`src/rtl/pc_sequencer_if.sv`:
```
// pc_sequencer_if: fetch-control inputs and PC/status outputs of the next-PC sequencer
interface pc_sequencer_if;
  logic        stall, br_taken, jmp, exc_req, eret;
  logic [31:0] br_target, jmp_target, epc;
  logic [31:0] pc, bad_addr;
  logic [9:0]  im_index;
  logic        in_slot, fetch_exc;
  modport master (output stall, br_taken, br_target, jmp, jmp_target, exc_req, eret, epc,
                  input  pc, im_index, in_slot, fetch_exc, bad_addr);
  modport slave  (input  stall, br_taken, br_target, jmp, jmp_target, exc_req, eret, epc,
                  output pc, im_index, in_slot, fetch_exc, bad_addr);
endinterface

```
`src/rtl/pc_sequencer.sv`:
```
// pc_sequencer: MIPS next-PC controller with one delay slot, exception entry and eret
module pc_sequencer #(
  parameter logic [31:0] RESET_PC   = 32'h0000_3000,
  parameter logic [31:0] EXC_VECTOR = 32'h0000_4180
) (
  input  logic clk,
  input  logic reset,
  pc_sequencer_if.slave bus
);
  typedef enum logic {RUN, SLOT} state_t;
  state_t      r_state, w_state;
  logic [31:0] r_pc, w_pc, r_tgt, w_tgt, r_bad, w_bad;
  logic        r_fexc, w_fexc;
  always_comb begin
    w_state = r_state;
    w_pc    = r_pc;
    w_tgt   = r_tgt;
    w_bad   = r_bad;
    w_fexc  = 1'b0;
    if (bus.exc_req || bus.eret) begin
      w_pc    = bus.exc_req ? EXC_VECTOR : bus.epc;
      w_state = RUN;
      w_tgt   = '0;
    end else if (!bus.stall) begin
      if (r_state == RUN) begin
        w_pc = r_pc + 32'd4;
        if (bus.br_taken || bus.jmp) begin
          w_tgt   = bus.br_taken ? bus.br_target : bus.jmp_target;
          w_state = SLOT;
        end
      end else begin
        // misaligned targets become exception entry instead of a fetch
        w_pc    = (r_tgt[1:0] == 2'b00) ? r_tgt : EXC_VECTOR;
        w_bad   = (r_tgt[1:0] == 2'b00) ? r_bad : r_tgt;
        w_fexc  = (r_tgt[1:0] != 2'b00);
        w_state = RUN;
      end
    end
  end
  always_ff @(posedge clk or negedge reset) begin
    if (!reset) begin
      r_state <= RUN;
      r_pc    <= RESET_PC;
      r_tgt   <= '0;
      r_bad   <= '0;
      r_fexc  <= 1'b0;
    end else begin
      r_state <= w_state;
      r_pc    <= w_pc;
      r_tgt   <= w_tgt;
      r_bad   <= w_bad;
      r_fexc  <= w_fexc;
    end
  end
  assign bus.pc        = r_pc;
  assign bus.im_index  = r_pc[11:2];
  assign bus.in_slot   = (r_state == SLOT);
  assign bus.fetch_exc = r_fexc;
  assign bus.bad_addr  = r_bad;
endmodule

```
`src/flat_wrapper.sv`:
```
// flat-port wrapper written by rule: the top's interface ports become plain ports
module pc_sequencer_flat 
#(
  parameter logic [31:0] RESET_PC   = 32'h0000_3000,
  parameter logic [31:0] EXC_VECTOR = 32'h0000_4180
)
  (clk, reset, bus_stall, bus_br_taken, bus_br_target, bus_jmp, bus_jmp_target, bus_exc_req, bus_eret, bus_epc, bus_pc, bus_im_index, bus_in_slot, bus_fetch_exc, bus_bad_addr);
  pc_sequencer_if bus_i ();
  input  logic clk;
  input  logic reset;
  input wire logic [$bits(bus_i.stall)-1:0] bus_stall;
  input wire logic [$bits(bus_i.br_taken)-1:0] bus_br_taken;
  input wire logic [$bits(bus_i.br_target)-1:0] bus_br_target;
  input wire logic [$bits(bus_i.jmp)-1:0] bus_jmp;
  input wire logic [$bits(bus_i.jmp_target)-1:0] bus_jmp_target;
  input wire logic [$bits(bus_i.exc_req)-1:0] bus_exc_req;
  input wire logic [$bits(bus_i.eret)-1:0] bus_eret;
  input wire logic [$bits(bus_i.epc)-1:0] bus_epc;
  output wire logic [$bits(bus_i.pc)-1:0] bus_pc;
  output wire logic [$bits(bus_i.im_index)-1:0] bus_im_index;
  output wire logic [$bits(bus_i.in_slot)-1:0] bus_in_slot;
  output wire logic [$bits(bus_i.fetch_exc)-1:0] bus_fetch_exc;
  output wire logic [$bits(bus_i.bad_addr)-1:0] bus_bad_addr;
  assign bus_i.stall = bus_stall;
  assign bus_i.br_taken = bus_br_taken;
  assign bus_i.br_target = bus_br_target;
  assign bus_i.jmp = bus_jmp;
  assign bus_i.jmp_target = bus_jmp_target;
  assign bus_i.exc_req = bus_exc_req;
  assign bus_i.eret = bus_eret;
  assign bus_i.epc = bus_epc;
  assign bus_pc = bus_i.pc;
  assign bus_im_index = bus_i.im_index;
  assign bus_in_slot = bus_i.in_slot;
  assign bus_fetch_exc = bus_i.fetch_exc;
  assign bus_bad_addr = bus_i.bad_addr;
  pc_sequencer #(.RESET_PC(RESET_PC), .EXC_VECTOR(EXC_VECTOR)) u_core (.clk(clk), .reset(reset), .bus(bus_i));
endmodule
```
`config.mk`:
```
export PLATFORM = sky130hd
export DESIGN_NAME = pc_sequencer_flat
export DESIGN_NICKNAME = d
export VERILOG_FILES = /design/src/rtl/pc_sequencer_if.sv /design/src/rtl/pc_sequencer.sv /design/src/flat_wrapper.sv
export SDC_FILE = /design/constraint.sdc
export NUM_CORES = 1
export LEC_CHECK = 0
export BUFFER_PORTS_ARGS = -buffer_cell sky130_fd_sc_hd__buf_2
export CELL_PAD_IN_SITES_DETAIL_PLACEMENT = 0
export CELL_PAD_IN_SITES_GLOBAL_PLACEMENT = 1
export CORE_AREA = 3 3 119 121
export CTS_CLUSTER_DIAMETER = 50
export DETAILED_ROUTE_END_ITERATION = 16
export DIE_AREA = 0 0 122 124
export PLACE_DENSITY_LB_ADDON = 0.2
export SLEW_MARGIN = 20
export SYNTH_ARGS = -nofsm -noshare
export SYNTH_HDL_FRONTEND = slang
export SYNTH_SLANG_ARGS = --single-unit
```
`constraint.sdc`:
```
create_clock -name clk -period 5.9 [get_ports clk]
set_clock_uncertainty 0.15 [all_clocks]
set_input_delay 0.59 -clock clk [delete_from_list [all_inputs] [get_ports clk]]
set_output_delay 0.59 -clock clk [all_outputs]
set_load 0.01 [all_outputs]
```
==> results of run 1 <==
==> worst paths after layout <==
| check | slack, ns | depth (start not counted) | from | to |
|---|---|---|---|---|
| worst max register to register | 2.81 | 5 | u_core.bus.in_slot$_DFFE_PN0P_ | u_core.bus.pc[11]$_DFFE_PN0P_ |
| worst min-delay path | 0.04 | 1 | reset | u_core.bus.pc[31]$_DFFE_PN0P_ |
| worst min register to register | 0.35 | 1 | u_core.bus.bad_addr[0]$_DFFE_PN0P_ | u_core.bus.bad_addr[0]$_DFFE_PN0P_ |
| min in group clk | 0.31 | 3 | bus_epc[10] | u_core.bus.pc[10]$_DFFE_PN0P_ |
| worst max-delay path | 2.81 | 5 | u_core.bus.in_slot$_DFFE_PN0P_ | u_core.bus.pc[11]$_DFFE_PN0P_ |
| max in group asynchronous | 4.38 | 2 | reset | u_core.r_tgt[9]$_DFFE_PN0P_ |
==> cell type report <==
type	count	area, µm²	share of cell area
Clock inverter	7	132.6	0.02012
Tap cell	176	220.2	0.03340
Timing Repair Buffer	180	908.4	0.1378
Multi-Input combinational cell	381	2606	0.3953
Sequential cell	98	2455	0.3724
Inverter	12	45.04	0.006832
Clock buffer	9	225.2	0.03416
==> Yosys cell counts, drive strengths merged (2+ instances only) <==
cell type | instances | share of area
dfrtp | 96 | 0.45
nor2 | 69 | 0.050
mux2i | 37 | 0.070
a211oi | 35 | 0.049
nand2 | 35 | 0.025
mux2 | 30 | 0.063
a21oi | 27 | 0.025
buf | 25 | 0.029
o21ai | 24 | 0.023
clkbuf | 21 | 0.017
nand3 | 17 | 0.021
inv | 12 | 0.0085
nand4 | 10 | 0.012
a31oi | 9 | 0.011
xor2 | 9 | 0.015
nor3 | 8 | 0.0075
and3 | 7 | 0.0082
a222oi | 6 | 0.011
a221oi | 5 | 0.0082
and4 | 4 | 0.0068
o211ai | 4 | 0.0056
xnor2 | 4 | 0.0066
a2111oi | 3 | 0.0049
nand2b | 3 | 0.0035
nor4 | 3 | 0.0092
o221ai | 3 | 0.0049
o31ai | 3 | 0.0042
a221o | 2 | 0.0038
a22o | 2 | 0.0033
a22oi | 2 | 0.0028
dfstp | 2 | 0.0099
o32ai | 2 | 0.0033
==> placed cells by master (no fill, tap or decap), types with 4 or more instances in the layout <==
master / netlist / final
inv_1: 12 / 12
nor2_1: 67 / 67
xor2_1: 9 / 9
and3_1: 7 / 7
mux2_2: 29 / 29
xnor2_1: 4 / 4
a21oi_1: 27 / 27
clkbuf_16: 0 / 9
o211ai_1: 4 / 4
o21ai_0: 21 / 21
buf_2: 11 / 177
nor3_1: 8 / 7
nand3_1: 15 / 15
nand4_1: 10 / 10
a31oi_1: 9 / 9
nand2_1: 35 / 35
dfrtp_1: 96 / 96
a211oi_1: 35 / 35
a222oi_1: 6 / 6
mux2i_1: 37 / 37
a221oi_1: 5 / 5
==> layer usage <==
| layer | track usage | wire, µm |
|---|---|---|
| met1 | 0.3107 | 7537 |
| met2 | 0.3377 | 7611 |
| met3 | 0.03769 | 1194 |
| met4 | 0.05952 | 210 |
| met5 | 0 | 0 |
==> sequential cells by signal, indices dropped and copies added, names as in the netlist <==
register / cells
u_core.bus.fetch_exc: 1
u_core.bus.bad_addr: 32
u_core.bus.pc: 32
u_core.bus.in_slot: 1
u_core.r_tgt: 32
==> logic make-up after synthesis <==
family	count (synthesis)
buf+inv	58
compound gates	137
flops	98
simple gates	163
mux	67
xor+xnor	13
fa+ha+maj	1
==> stage by stage <==
| step | total power, mW | cells | util | cell area [µm²] | hold slack, ns |
|---|---|---|---|---|---|
| after floorplan | 0.8793 | 537 | - | 5329 | 0.1444 |
| after global placement | 0.9824 | 847 | 0.4725 | 6232 | 0.3325 |
| after detailed placement | 0.9879 | 847 | 0.4725 | 6232 | 0.3320 |
| after CTS | 1.691 | 863 | 0.4996 | 6590 | 0.05672 |
| after global routing | 1.746 | 863 | 0.4998 | 6593 | 0.07547 |
| final | 1.685 | 863 | 0.4998 | 6593 | 0.04227 |
==> power groups by stage <==
stage               Combinational (mW)  Sequential [mW]  Clock (mW)
floorplan                        0.127            0.753           0
global placement                 0.225            0.757           0
detailed placement               0.229            0.759           0
CTS                              0.230            0.746       0.715
global route                     0.253            0.752       0.741
finish                           0.227            0.746       0.711
==> results by group, run 1 <==
Clock tree
  • Clock Latency Late Sink: 0.35 ns
  • Root Driver: clkbuf_16
  • Reg clk slew, reported paths: 0.07 ns
  • Post-cts resize count: 0
  • TritonCTS buffer count: 9
  • H-tree depth: 3
  • CTS tree: done
  • Clock Path Buffers: 2
  • Hold_buf cts: 0
  • Num Clock Sinks: 98
  • Post-CTS Setup Repair Bufs: 0

Critical path
  • CP max FO: 27
  • Bufs and invs on worst path: 0
  • Crit path capture type: flip-flop
  • Crit path DAT: 3.17 ns
  • CP peak stage delay: 0.94 ns
  • Setup CP Type: flip-flop to flip-flop
  • CP top delay family: flip-flops
  • CP cell instances: nor3b_2, a21boi_0, o21ai_0, a21oi_1, a2111oi_0
  • Crit path launch type: flip-flop
  • Worst Path Required: 5.97 ns
  • Slowest cell on crit path: dfrtp_1

Drt
  • DRC violations left: 0
  • WL per Instance: 19.18 µm
  • Routed WL: 16550 µm
  • Via-to-Cell Ratio: 5.627
  • DRT Pass-1 Iters: 6
  • Via count: 4856
  • ANT nets after route: 0
  • DRT iter0 DRCs: 365

Floorplan
  • Area of the die: 0.01513 mm²
  • Core area: 0.01319 mm²
  • Die height: 124 µm
  • Boundary pin count: 179
  • Starting Density: 0.4040
  • FP Rows: 42
  • Die W: 122 µm

Timing
  • Max Clock Freq: 323.2 MHz
  • Setup violators final: 0
  • Fin crit period: 3.094 ns
  • Fin crit share: 0.5244
  • Final hold vios: 0
  • Setup ws final: 2.806 ns
  • TNS Setup: 0 ns
  • Final-report max-slew violation count: 0
  • Worst Tran Pin Value: 1.163 ns
  • RSZ-0062 raised after global routing: false
  • Slew Limit Headroom: 0.2173

Pwr
  • Clock power frac: 0.422
  • Sw Pwr: 0.4642 mW
  • Pint: 1.221 mW
  • Lkg Pwr: 3.304 nW
  • Register share of total power: 0.443
  • Pwr Density: 255.5 mW/mm²
  • Max VDD drop: 0.1297 mV
  • Comb pwr share: 0.135
  • Sw Share: 0.2755

Cells and area
  • Filler cell count: 1282
  • Nets: 786
  • N_diodes: 0
  • Synth-to-Final Area Change: 23.71%
  • Layout cells sized above 1: 0.3508

Placed design
  • DP Wirelength: 11920 µm
  • Routability cong.: 0.8418
  • Port Buffers: 178
  • Worst slack, placed: 2.870 ns

Global routing
  • Initial antenna violation count: 0
  • Vias in the first global route: 4591
  • Pin count of the biggest net entering global routing: 66
  • GR Overflow Total: 0
  • GRT Resource Usage Total: 0.2161
  • First-pass GRT wire length: 25140 µm

Yosys
  • Portion of netlist area occupied by mux cells: 0.1329
  • Synthesized instance count: 537
  • Post-Syn Area: 0.005329 mm²
  • Synthesis Warnings: 0
  • XOR/XNOR share of the synthesized area: 0.02137
  • Post-synth cell types: 60
  • Synth async-reset ratio: 1.000
  • Synth Area in Compound Gates: 0.1766
  • Post-Synth Adder-Cell Area: 0.002348
  • Avg Inst Size Synth: 9.923 µm²
  • Yosys reg bits: 98
  • Main combinational cell family by area after synthesis: compound AO/OA/AOI/OAI gates
  • Seq/Total Area, Yosys: 0.4607
  • Top_reg_cell synth: dfrtp_1
  • Number of synthesized flops with an enable pin: 0
  • Syn Nets: 641
  • Post-Synth Simple-Gate Area: 0.1524

Job
  • Max-cap violations: 0

Hold path
  • HP Class: input pin to asynchronous set/reset pin

Status
  • Outcome: finished clean
(Power assumes the default switching activity.)
==> run 2: changes to the inputs <==
ABC_AREA = 1   (was not set)
CORE_AREA = 3 3 136 138   (was 3 3 119 121)
DIE_AREA = 0 0 139 141   (was 0 0 122 124)
clock period = 2.8 ns   (was 5.9 ns; I/O delays follow)
==> results by group, run 2 <==
Clock tree
  • Hold_buf cts: 1 (+1)
  • Num Clock Sinks: 98 (unchanged)
  • TritonCTS buffer count: 9 (unchanged)
  • Clock Path Buffers: 2 (unchanged)
  • Post-CTS Setup Repair Bufs: 0 (unchanged)
  • Root Driver: clkbuf_16
  • Clock Latency Late Sink: 0.35 ns (about the same)
  • Reg clk slew, reported paths: 0.07 ns (about the same)
  • CTS tree: done
  • H-tree depth: 3 (unchanged)
  • Post-cts resize count: 0 (unchanged)

Pwr
  • Lkg Pwr: 3.645 nW (+10%)
  • Sw Pwr: 1.003 mW (+120%)
  • Clock power frac: 0.398 (-0.024)
  • Tot Pwr: 3.516 mW (+110%)
  • Max VDD drop: 0.2963 mV (+130%)
  • Comb pwr share: 0.155 (+0.020)
  • Sw Share: 0.2853 (+0.009723)
  • Pint: 2.513 mW (+110%)
  • Pwr Density: 497.9 mW/mm² (+95%)
  • Register share of total power: 0.447 (+0.004)

Drt
  • Routed WL: 18650 µm (+13%)
  • DRT Pass-1 Iters: 4 (-2)
  • DRT iter0 DRCs: 257 (-30%)
  • DRC violations left: 0 (unchanged)
  • WL per Instance: 16.18 µm (-16%)
  • Via-to-Cell Ratio: 4.711 (-16%)
  • ANT nets after route: 0 (unchanged)
  • Via count: 5432 (+12%)

Timing
  • Worst Tran Pin Value: 0.5807 ns (-0.5825 ns)
  • Final-report max-slew violation count: 0 (unchanged)
  • Max Clock Freq: 516.5 MHz (+60%)
  • TNS Setup: 0 ns (unchanged)
  • Setup violators final: 0 (unchanged)
  • WHS: 0.005926 ns (-0.03634 ns)
  • Fin crit period: 1.936 ns (-1.158 ns)
  • RSZ-0062 raised after global routing: false
  • Setup ws final: 0.8637 ns (-1.942 ns)
  • Slew Limit Headroom: 0.6128 (+0.3955)
  • Final hold vios: 0 (unchanged)
  • Fin crit share: 0.6915 (+0.1672)

Yosys
  • Commonest cells in the netlist: nand2_1 (207), nor2_1 (126), dfrtp_1 (96)
  • Post-Synth Adder-Cell Area: 0.002197 (-0.0001511)
  • XOR/XNOR share of the synthesized area: 0.001538 (-0.01983)
  • Main combinational cell family by area after synthesis: simple AND/OR/NAND/NOR gates
  • Seq/Total Area, Yosys: 0.4310 (-0.02965)
  • Yosys top cell area share: 0.4218 (-0.02902)
  • Synthesis Warnings: 0 (unchanged)
  • Post-synth cell types: 37 (-38%)
  • Synthesized instance count: 766 (+43%)
  • Portion of netlist area occupied by mux cells: 0 (-0.1329)
  • Largest cells by area after synthesis: dfrtp_1 (42%), nand2_1 (14%), nor2_1 (8.3%)
  • Most frequent cell after synthesis: nand2_1
  • Yosys top cell by area: dfrtp_1
  • Number of synthesized flops with an enable pin: 0 (unchanged)
  • Synth Area in Compound Gates: 0.1470 (-0.02960)
  • Top_reg_cell synth: dfrtp_1
  • Syn Nets: 870 (+36%)
  • Yosys reg bits: 98 (unchanged)
  • Post-Synth Simple-Gate Area: 0.3139 (+0.1615)
  • Synth async-reset ratio: 1.000 (unchanged)
  • Post-Syn Area: 0.005695 mm² (+6.9%)
  • Avg Inst Size Synth: 7.435 µm² (-25%)

Placed design
  • Worst slack, placed: 0.8294 ns (-2.041 ns)
  • Routability cong.: 0.8616 (+2.4%)
  • Port Buffers: 178 (unchanged)
  • DP Wirelength: 13950 µm (+17%)

Cells and area
  • Most common cell after layout, fill and taps aside: nand2_1
  • Filler cell count: 1851 (+44%)
  • Layout cells sized above 1: 0.2834 (-0.06740)
  • Nets: 1027 (+31%)
  • Most frequent cells in the layout: nand2_1 (206), buf_2 (177), nor2_1 (125), dfrtp_1 (96), inv_1 (77)
  • Synth-to-Final Area Change: 23.99%
  • N_diodes: 0 (unchanged)

Global routing
  • GRT Resource Usage Total: 0.1893 (-0.02676)
  • First-pass GRT wire length: 29300 µm (+17%)
  • Initial antenna violation count: 1 (+1)
  • Vias in the first global route: 5248 (+14%)
  • Pin count of the biggest net entering global routing: 66 (unchanged)
  • GR Overflow Total: 0 (unchanged)

Critical path
  • Crit path launch type: flip-flop
  • FF-to-FF path depth: 9 (+4)
  • CP max FO: 6 (-78%)
  • Crit path DAT: 2.03 ns (-1.14 ns)
  • Worst reg2reg path endpoint: u_core.bus.pc[16]$_DFFE_PN0P_
  • Setup CP Type: flip-flop to flip-flop
  • Reg2Reg Launch Point: u_core.bus.pc[12]$_DFFE_PN1P_
  • Crit path capture type: flip-flop
  • Worst Path Required: 2.89 ns (-3.08 ns)
  • Setup slack, reg-to-reg: 0.86 ns (-1.94 ns)

Floorplan
  • Boundary pin count: 179 (unchanged)
  • FP Rows: 48 (+14%)
  • Core area: 0.01730 mm² (+31%)
  • Die height: 141 µm (+14%)
  • Die W: 139 µm (+14%)
  • Starting Density: 0.3293 (-0.07472)
  • Area of the die: 0.01960 mm² (+30%)

Hold path
  • HP Start: bus_epc[1]
  • Hold Crit Depth: 2
  • Hold EP: u_core.bus.pc[1]$_DFFE_PN0P_
  • HP Class: input pin to flip-flop

Job
  • Max-cap violations: 0 (unchanged)

Status
  • Outcome: finished clean
## run 2: cell count changes after synthesis, moves of 29 or more
cell,previous run,this run
a211oi_1,35,0
nand2_1,35,207
mux2i_1,37,0
mux2_2,29,0
inv_1,12,77
nor2_1,67,126
o32ai_1,2,32
## run 2: layout make-up
cell class                 instances  area (µm²)  area share
multi-input combinational        537        2656      0.3762
sequential                        98        2455      0.3476
timing repair buffer             194        1028      0.1456
inverter                          83       311.5     0.04412
tap                              225       281.5     0.03987
clock buffer                      11       242.7     0.03437
clock inverter                     5       86.33     0.01223
## run 2: power groups by stage
| stage | sequential [mW] | combinational [mW] | clock, mW |
|---|---|---|---|
| after floorplan | 1.59 | 0.305 | 0 |
| after global placement | 1.60 | 0.548 | 0 |
| after detailed placement | 1.60 | 0.549 | 0 |
| after CTS | 1.57 | 0.553 | 1.43 |
| after global routing | 1.58 | 0.615 | 1.50 |
| final | 1.57 | 0.544 | 1.40 |
## run 2: cell families after synthesis
group / Yosys count
adders and majority gates: 1
DFF: 98
xor gates and xnor gates: 1
buffers and inverters: 131
AOI/OAI and AO/OA: 127
and+or+nand+nor: 408
## run 2: critical path: stages, from the launching register on
cell,delay (ns)
dfstp_2,0.61
nand2_1,0.09
nor2_1,0.22
nand2_1,0.15
nor2_4,0.16
nand2_1,0.08
nand3_1,0.09
o21ai_1,0.09
a21oi_1,0.14
nor2_1,0.05
## run 2: stage by stage
step           utilization  cells  instance area [µm²]
6_report            0.4083   1153                 7062
5_1_grt             0.4083   1153                 7062
4_1_cts             0.4083   1153                 7062
3_5_place_dp        0.3887   1136                 6723
3_3_place_gp        0.3887   1136                 6723
2_1_floorplan            -    766                 5695
## run 2: routing by layer
metal | part of all wire | routed length, µm | global-route usage
met3 | 0.050 | 928 | 0.03087
met4 | 0.010 | 193 | 0.04943
met1 | 0.48 | 9026 | 0.2686
met2 | 0.46 | 8498 | 0.3025
met5 | 0.00038 | 7 | 0
## run 2: worst max-delay path by stage
stage                             startpoint                             endpoint  slack (ns)  cells past startpoint
5_1_grt          u_core.r_tgt[1]$_DFFE_PN0P_        u_core.bus.pc[25]$_DFFE_PN0P_        0.59                      8
6_report       u_core.bus.pc[12]$_DFFE_PN1P_        u_core.bus.pc[16]$_DFFE_PN0P_        0.86                      9
4_1_cts          u_core.r_tgt[1]$_DFFE_PN0P_        u_core.bus.pc[11]$_DFFE_PN0P_        0.86                      8
3_3_place_gp                        bus_eret  u_core.bus.bad_addr[23]$_DFFE_PN0P_        0.88                      7
2_1_floorplan   u_core.bus.pc[2]$_DFFE_PN0P_        u_core.bus.pc[16]$_DFFE_PN0P_        1.06                     10
3_5_place_dp                    bus_br_taken          u_core.r_tgt[0]$_DFFE_PN0P_        0.83                      6
